--- config.mk ---
export PLATFORM = sky130hd
export DESIGN_NAME = rtmc_spi_reg_bridge
export DESIGN_NICKNAME = d
export VERILOG_FILES = /design/src/rtl/rtmc_spi_reg_bridge.sv
export SDC_FILE = /design/constraint.sdc
export NUM_CORES = 1
export LEC_CHECK = 0
export ABC_AREA = 1
export CAP_MARGIN = 20
export CORE_ASPECT_RATIO = 1.75
export CORE_MARGIN = 1
export CORE_UTILIZATION = 35
export DETAILED_ROUTE_END_ITERATION = 7
export PLACE_DENSITY = 0.53
export SYNTH_ARGS = -nofsm -noshare
export SYNTH_HDL_FRONTEND = slang
export SYNTH_SLANG_ARGS = --single-unit
--- constraint.sdc ---
create_clock -name clk -period 2.2 [get_ports clk]
set_input_delay 0.44 -clock clk [delete_from_list [all_inputs] [get_ports clk]]
set_output_delay 0.44 -clock clk [all_outputs]
set_load 0.01 [all_outputs]
--- src/rtl/rtmc_spi_reg_bridge.sv ---
// SPI-slave (mode 0) to parallel register-bus bridge: 32-bit frames of
// command/address/data issue single-strobe reads or writes held until ack or timeout.
module rtmc_spi_reg_bridge #(
    parameter int unsigned ADDR_W      = 8,
    parameter int unsigned DATA_W      = 16,
    parameter int unsigned ACK_TIMEOUT = 15
) (
    input  logic              clk,
    input  logic              rst,
    input  logic              spi_sclk,
    input  logic              spi_cs,
    input  logic              spi_mosi,
    output logic              spi_miso,
    output logic [ADDR_W-1:0] reg_addr,
    output logic [DATA_W-1:0] reg_wdat,
    output logic              reg_wr,
    output logic              reg_rd,
    input  logic [DATA_W-1:0] reg_rdat,
    input  logic              reg_ack
);

    localparam int unsigned TmoW = $clog2(ACK_TIMEOUT + 1);

    typedef enum logic [2:0] {FrIdle, FrCmd, FrAddr, FrData, FrDone} frame_e;
    typedef enum logic [1:0] {BusIdle, BusRd, BusWr} bus_e;

    // Synchronizers reset low so a reset taken with cs already low cannot
    // fake a cs falling edge and resume a frame half way through.
    logic [2:0] sclk_q, cs_q;
    logic [1:0] mosi_q;
    logic       sclk_rise, sclk_fall, cs_fall, cs_rise, mosi_s;

    frame_e              frame_q, frame_d;
    bus_e                bus_q, bus_d;
    logic [5:0]          bit_cnt_q;
    logic [DATA_W-2:0]   rx_sr_q;
    logic                cmd_wr_q;
    logic [ADDR_W-1:0]   frame_addr_q;
    logic                rd_pend_q, wr_pend_q;
    logic [ADDR_W-1:0]   rd_addr_q, wr_addr_q, reg_addr_q;
    logic [DATA_W-1:0]   wr_data_q, reg_wdat_q;
    logic [DATA_W-1:0]   tx_sr_q;
    logic                tx_vld_q, miso_q;
    logic [TmoW-1:0]     tmo_q, tmo_d;
    logic                bit_rx, load_wr, load_rd, cap_rd, cap_zero;
    logic [ADDR_W-1:0]   addr_now;

    always_ff @(posedge clk) begin
        if (rst) begin
            sclk_q <= '0;
            cs_q   <= '0;
            mosi_q <= '0;
        end else begin
            sclk_q <= {sclk_q[1:0], spi_sclk};
            cs_q   <= {cs_q[1:0], spi_cs};
            mosi_q <= {mosi_q[0], spi_mosi};
        end
    end

    assign sclk_rise = sclk_q[1] & ~sclk_q[2];
    assign sclk_fall = ~sclk_q[1] & sclk_q[2];
    assign cs_fall   = ~cs_q[1] & cs_q[2];
    assign cs_rise   = cs_q[1] & ~cs_q[2];
    assign mosi_s    = mosi_q[1];

    assign bit_rx   = sclk_rise && !cs_rise &&
                      (frame_q == FrCmd || frame_q == FrAddr || frame_q == FrData);
    assign addr_now = {rx_sr_q[ADDR_W-2:0], mosi_s};

    always_comb begin
        frame_d = frame_q;
        unique case (frame_q)
            FrIdle:  if (cs_fall) frame_d = FrCmd;
            FrCmd:   if (bit_rx && bit_cnt_q == 6'd7) frame_d = FrAddr;
            FrAddr:  if (bit_rx && bit_cnt_q == 6'd15) frame_d = FrData;
            FrData:  if (bit_rx && bit_cnt_q == 6'd31) frame_d = FrDone;
            FrDone:  frame_d = FrDone;
            default: frame_d = FrIdle;
        endcase
        if (cs_rise) frame_d = FrIdle;
    end

    // Pending write has priority: it always belongs to the older frame.
    always_comb begin
        bus_d    = bus_q;
        tmo_d    = tmo_q;
        load_wr  = 1'b0;
        load_rd  = 1'b0;
        cap_rd   = 1'b0;
        cap_zero = 1'b0;
        unique case (bus_q)
            BusIdle: begin
                tmo_d = '0;
                if (wr_pend_q) begin
                    load_wr = 1'b1;
                    bus_d   = BusWr;
                end else if (rd_pend_q && !cs_rise) begin
                    load_rd = 1'b1;
                    bus_d   = BusRd;
                end
            end
            BusRd: begin
                if (cs_rise) begin
                    bus_d = BusIdle;
                end else if (reg_ack) begin
                    cap_rd = 1'b1;
                    bus_d  = BusIdle;
                end else if (tmo_q == TmoW'(ACK_TIMEOUT - 1)) begin
                    cap_zero = 1'b1;
                    bus_d    = BusIdle;
                end else begin
                    tmo_d = tmo_q + TmoW'(1);
                end
            end
            BusWr: begin
                if (reg_ack || tmo_q == TmoW'(ACK_TIMEOUT - 1)) begin
                    bus_d = BusIdle;
                end else begin
                    tmo_d = tmo_q + TmoW'(1);
                end
            end
            default: bus_d = BusIdle;
        endcase
    end

    always_ff @(posedge clk) begin
        if (rst) begin
            frame_q <= FrIdle;
            bus_q   <= BusIdle;
            tmo_q   <= '0;
        end else begin
            frame_q <= frame_d;
            bus_q   <= bus_d;
            tmo_q   <= tmo_d;
        end
    end

    always_ff @(posedge clk) begin
        if (rst) begin
            bit_cnt_q    <= '0;
            rx_sr_q      <= '0;
            cmd_wr_q     <= 1'b0;
            frame_addr_q <= '0;
            rd_pend_q    <= 1'b0;
            wr_pend_q    <= 1'b0;
            rd_addr_q    <= '0;
            wr_addr_q    <= '0;
            wr_data_q    <= '0;
            reg_addr_q   <= '0;
            reg_wdat_q   <= '0;
        end else begin
            if (cs_fall) begin
                bit_cnt_q <= '0;
                cmd_wr_q  <= 1'b0;
            end else if (bit_rx) begin
                bit_cnt_q <= bit_cnt_q + 6'd1;
                rx_sr_q   <= {rx_sr_q[DATA_W-3:0], mosi_s};
                if (bit_cnt_q == 6'd0) cmd_wr_q <= mosi_s;
                if (bit_cnt_q == 6'd15) frame_addr_q <= addr_now;
            end

            if (load_rd || cs_rise) rd_pend_q <= 1'b0;
            if (bit_rx && bit_cnt_q == 6'd15 && !cmd_wr_q) begin
                rd_pend_q <= 1'b1;
                rd_addr_q <= addr_now;
            end

            if (load_wr) wr_pend_q <= 1'b0;
            if (bit_rx && bit_cnt_q == 6'd31 && cmd_wr_q) begin
                wr_pend_q <= 1'b1;
                wr_addr_q <= frame_addr_q;
                wr_data_q <= {rx_sr_q, mosi_s};
            end

            if (load_wr) begin
                reg_addr_q <= wr_addr_q;
                reg_wdat_q <= wr_data_q;
            end else if (load_rd) begin
                reg_addr_q <= rd_addr_q;
            end
        end
    end

    // MISO stays 0 until read data (or the zero word after a timeout) is loaded.
    always_ff @(posedge clk) begin
        if (rst) begin
            tx_sr_q  <= '0;
            tx_vld_q <= 1'b0;
            miso_q   <= 1'b0;
        end else begin
            if (cs_fall || cs_rise) begin
                tx_sr_q  <= '0;
                tx_vld_q <= 1'b0;
                miso_q   <= 1'b0;
            end else if (sclk_fall) begin
                if (tx_vld_q && bit_cnt_q < 6'd32 && frame_q != FrIdle) begin
                    miso_q  <= tx_sr_q[DATA_W-1];
                    tx_sr_q <= {tx_sr_q[DATA_W-2:0], 1'b0};
                end else begin
                    miso_q <= 1'b0;
                end
            end
            if (cap_rd) begin
                tx_sr_q  <= reg_rdat;
                tx_vld_q <= 1'b1;
            end else if (cap_zero) begin
                tx_sr_q  <= '0;
                tx_vld_q <= 1'b1;
            end
        end
    end

    assign spi_miso = miso_q;
    assign reg_addr = reg_addr_q;
    assign reg_wdat = reg_wdat_q;
    assign reg_wr   = (bus_q == BusWr);
    assign reg_rd   = (bus_q == BusRd);

endmodule

Word level (Yosys, flattened, before mapping)
Cells that the tools add are included.
W data, S select, Z words.
{"block": "word_totals", "input_bits": 22, "word_cells": 135, "out_inout_bits": 27, "ff_bits": 123}
{"block": "classes", "bitwise": 9, "n_addsub": 2, "n_lt_le_gt_ge": 1, "reduce_logical": 38, "n_eq_ne": 21, "n_mux": 44}
{"cell": "$mux W16", "n": 5}
{"cell": "$mux W1", "n": 20}
{"cell": "$mux W4", "n": 4}
{"cell": "$mux W8", "n": 2}
{"cell": "$pmux W3 S5", "n": 1}
{"cell": "$mux W2", "n": 6}
{"cell": "$mux W3", "n": 4}
{"cell": "$pmux W4 S3", "n": 1}
{"cell": "$logic_and A1 B1 Y1", "n": 10}
{"cell": "$ne A2 B2 Y1 const B", "n": 5}
{"cell": "$reduce_bool A3 Y1", "n": 3}
{"cell": "$ne A2 B1 Y1 const B", "n": 4}
{"cell": "$reduce_bool A4 Y1", "n": 2}
{"cell": "$add A6 B1 Y6 const B", "n": 1}
{"cell": "$eq A3 B2 Y1 const B", "n": 2}
{"cell": "$eq A6 B3 Y1 const B", "n": 1}
{"cell": "$eq A6 B4 Y1 const B", "n": 1}
{"cell": "$eq A6 B5 Y1 const B", "n": 1}
{"cell": "$logic_not A6 Y1", "n": 1}
{"cell": "$lt A6 B6 Y1 const B", "n": 1}
{"cell": "$pmux W2 S3", "n": 1}
{"cell": "$reduce_and A2 Y1", "n": 3}
{"cell": "$reduce_and A3 Y1", "n": 2}
{"cell": "$reduce_bool A2 Y1", "n": 3}
{"cell": "other kinds (17)", "n": 31}

Depth between registers and ports, before layout
{"block": "depth", "depth_word": 10, "ltp_mapped": 12, "ltp_nobuf": 11}

Least setup slack after synthesis
No wires, ideal clock.
{"block": "synth_timing", "path_kind": "register -> register", "startpoint": "register bus_q[1]", "endpoint": "register tx_sr_q[11]", "stages_incl_launch_ff": 10, "period_less_slack_ns": 1.557, "required_time_ns": 2.084, "setup_time_ns": 0.116, "slack_ns": 0.643, "arrival_time_ns": 1.441, "n_path_buf": 1, "path_cell_list": "dfxtp_1 -> inv_1 -> ha_1 -> inv_1 -> nor2_2 -> a21boi_4 -> nand2_2 -> buf_2 -> o21ai_0 -> nor2_1"}
{"block": "synth_between", "elab_chain_len": 4, "word_cells_on_any_way": 8, "cone_classes": "1 x eq/ne; 4 x mux; 3 x reduce/logical"}
{"item": "start: declaration", "line": "34", "text": "bus_e bus_q, bus_d;"}
{"item": "start signal: assignment", "line": "129", "text": "bus_q <= BusIdle;"}
{"item": "start signal: assignment", "line": "133", "text": "bus_q <= bus_d;"}
{"item": "$eq A2 B1 Y1 *"}
{"item": "named net reg_rd", "line": "17", "text": "output logic reg_rd,"}
{"item": "$mux W1", "line": "91", "text": "unique case (bus_q)"}
{"item": "$reduce_bool A4 Y1 (no line) / $mux W16 (equally long branches)"}
{"item": "$reduce_and A2 Y1 (no line) / $mux W16 (equally long branches)"}
{"item": "end signal: assignment", "line": "198", "text": "tx_sr_q <= {tx_sr_q[DATA_W-2:0], 1'b0};"}
{"item": "end signal: assignment", "line": "204", "text": "tx_sr_q <= reg_rdat;"}
{"item": "end: declaration", "line": "42", "text": "logic [DATA_W-1:0] tx_sr_q;"}
The timed path passes the listed nets; every way through them passes the cells marked *.
A chain may end at the register's enable or synchronous reset.

Final worst setup path
{"block": "layout_timing", "startpoint": "register bus_q[1]", "endpoint": "output port reg_rd"}
{"block": "layout_between", "elab_chain_len": 1}
{"item": "$eq A2 B1 Y1", "line": "217", "text": "assign reg_rd = (bus_q == BusRd);"}
{"item": "end: declaration", "line": "17"}
Every way passes these cells.

==> impl_metrics.toml <==
[clock_tree]
cts_inserted_buffers = 17
htreeDepth = 4
cts_sinks = 123
cts_tree = "yes"
holdBufCountCts = 0
cts.repair.resized = 0
path_clk_slew_ns = 0.06
insertion_delay_ns = 0.41
clockBufferDepth = 2
root_buffer = "clkbuf_16"
post-cts-setup-buffer-count = 0

[detailed_routing]
postRouteAntennaNets = 0
vias = 4194
viasPerCell = 4.63
firstDrtPassIters = 4
drt_iter0_markers = 146
drc = 0
wirelength_um = 10400
wl_per_cell_um = 11.5

[pwr]
power_leakage_nw = 2.47
ir_worst_vdd_v = 0.000453
powerDensity_nw_per_um2 = 888

[sta]
relSlewSlack_pct = 71.7
layout_min_cycle_time_ns = 2.06
timing.hold.ws_ns = 0.403
tightest_slew_ns = 0.424
final.setup.tns_ns = 0
rsz0062_at_grt = "no"
setup_viol = 0
fmax_ghz = 0.486
final.setup.worst_slack_ns = 0.144
skew_ns = 0.00557
slew_viol_final = 0
finalHoldViolations = 0
min_period_over_period_pct = 93.4

[die]
dieHeight_um = 160
rows = 57
fp.dieW_um = 92.2
initial_core_util_pct = 35.8
core_area_um2 = 13900
pin_count = 49
design.die.area_um2 = 14700

[critical_path]
critPathRequiredTime_ns = 1.76
crit_type = "reg2out"
reg2reg_slack_ns = 0.41
rr_endpoint = "tx_sr_q[0]"
crit_path_end_kind = "output pin"
regToRegStartpoint = "tmo_q[0]"
arrival_ns = 1.62
worst_setup_path_start_kind = "flip-flop"
cp_max_fo = 4
r2r_cells = 9

[final_layout]
insertedDiodeCount = 0
fillers = 1440
final_cell_mix = "nand2_1 (139), dfxtp_1 (123), o21ai_0 (81)"
layout_commonest_cell = "nand2_1"
syn_to_final_growth_pct = 25.8
multi_input_comb_area_um2 = 2090
layout-drive-gt1-share_pct = 9.74
nets = 748
fin_cells = 906
seq_area_um2 = 2460

[yosys]
syn_area_um2 = 4980
synthAdderAreaFrac_pct = 2.51
synth_top_family_by_area = "simple AND/OR/NAND/NOR gates"
syn_area_per_cell_um2 = 7.46
yosysWarningCount = 0
synthMuxAreaShare_pct = 0
ys_seq_elements = 123
ys_types = 30
syn_nets = 699
synthFlopType = "dfxtp_1"
async_reset_ff_share_pct = 0
synth_xor_area_share_pct = 0.176
synthSimpleGateAreaFrac_pct = 21.1
yosysSeqAreaShare_pct = 49.5
postSynthCellCount = 667
synth_edf_count = 0
synth-compound-area-share_pct = 18.2

[placement]
pre_cts_slack_ns = 0.178
dp.cells = 874
gp_congestion = 0.776
port_buffers = 48
dp_hpwl_um = 7270

[grt]
grt_pass1_wl_um = 18100
grt-ovfl-total = 0
first_global_vias = 4062
grt_max_degree = 64
antenna_found_initial = 0
grt_usage_pct = 15.3

[min_path]
holdCritStartpoint = "mosi_q[0]"
whs_endpoint = "mosi_q[1]"
worstHoldPathType = "reg2reg"
hold_depth = 2

[run]
drv_cap = 0

[status]
status = "finished clean"
## synthesized netlist by cell type, types with 5 or more instances
cell / count / area (µm²)
nand2_1: 139 / 522
dfxtp_1: 123 / 2460
o21ai_0: 81 / 405
nor2_1: 77 / 289
a21oi_1: 75 / 375
inv_1: 70 / 263
clkbuf_1: 18 / 67.6
ha_1: 10 / 125
nand3_1: 10 / 50.1
a31oi_1: 8 / 50.1
buf_2: 8 / 40.0
inv_2: 6 / 22.5
nor3_1: 6 / 30.0
nor2_2: 5 / 31.3
o21ai_1: 5 / 25.0
## layout make-up
type / instances / area share [%]
clock inverter: 14 / 2.94
sequential: 123 / 39.3
inverter: 77 / 4.64
multi-input combinational: 438 / 33.4
clock buffer: 18 / 7.01
timing repair buffer: 59 / 9.19
tap: 177 / 3.54
## routing by layer
metal	global-route usage (%)	vias to the layer above	wire, µm
met5	0	-	0
met4	6.96	0	251
met3	3.43	18	271
met2	28.2	76	5360
met1	16.4	1869	4530
li1	-	2231	-
## worst max-delay path by stage
stage | from | to | slack [ns] | depth (start not counted)
after CTS | bus_q[1] | reg_rd | 0.12 | 3
after detailed placement | reg_ack | tx_sr_q[0] | 0.18 | 8
final | bus_q[1] | reg_rd | 0.14 | 3
after global placement | reg_ack | tx_sr_q[0] | 0.22 | 8
after floorplan | bus_q[1] | tx_sr_q[11] | 0.64 | 9
after global routing | bus_q[1] | reg_rd | 0.06 | 3
## critical path, cell delays in order, from the launching register on
cell and delay [ns]:
dfxtp_1 0.34, inv_1 0.09, ha_1 0.22, clkdlybuf4s50_1 0.56
## through the flow
step / utilization, % / instance area (µm²) / power [mW]
6_report: 45.0 / 6260 / 5.56
5_1_grt: 45.0 / 6260 / 5.78
4_1_cts: 45.0 / 6260 / 5.63
3_5_place_dp: 40.5 / 5640 / 2.70
3_3_place_gp: 40.5 / 5640 / 2.69
2_1_floorplan: - / 4980 / 2.59
## power by group
group | switching [mW] | total [mW] | internal, mW | leakage, nW
sequential | 0.0385 | 2.32 | 2.28 | 0.995
clock | 1.07 | 2.91 | 1.84 | 0.304
combinational | 0.194 | 0.329 | 0.135 | 1.17
total | 1.30 | 5.56 | 4.26 | 2.47
## registers in the layout, indices dropped and copies added (netlist names)
name and count:
tmo_q 4, mosi_q 2, reg_addr 8, sclk_q 3, rd_addr_q 8, tx_vld_q 1
rx_sr_q 15, wr_addr_q 8, cmd_wr_q 1, tx_sr_q 16, wr_data_q 16, frame_q 3
spi_miso 1, cs_q 3, reg_wdat 16, bit_cnt_q 6, frame_addr_q 8, wr_pend_q 1
bus_q 2, rd_pend_q 1
## cell families (layout without fill, tap and decap cells)
kind of cell	after synthesis	count (layout)
simple gates	253	253
buf+inv	106	168
compound gates	174	174
xor+xnor	1	1
flops	123	123
fa+ha+maj	10	10
Power figures use the tool's default switching activity.
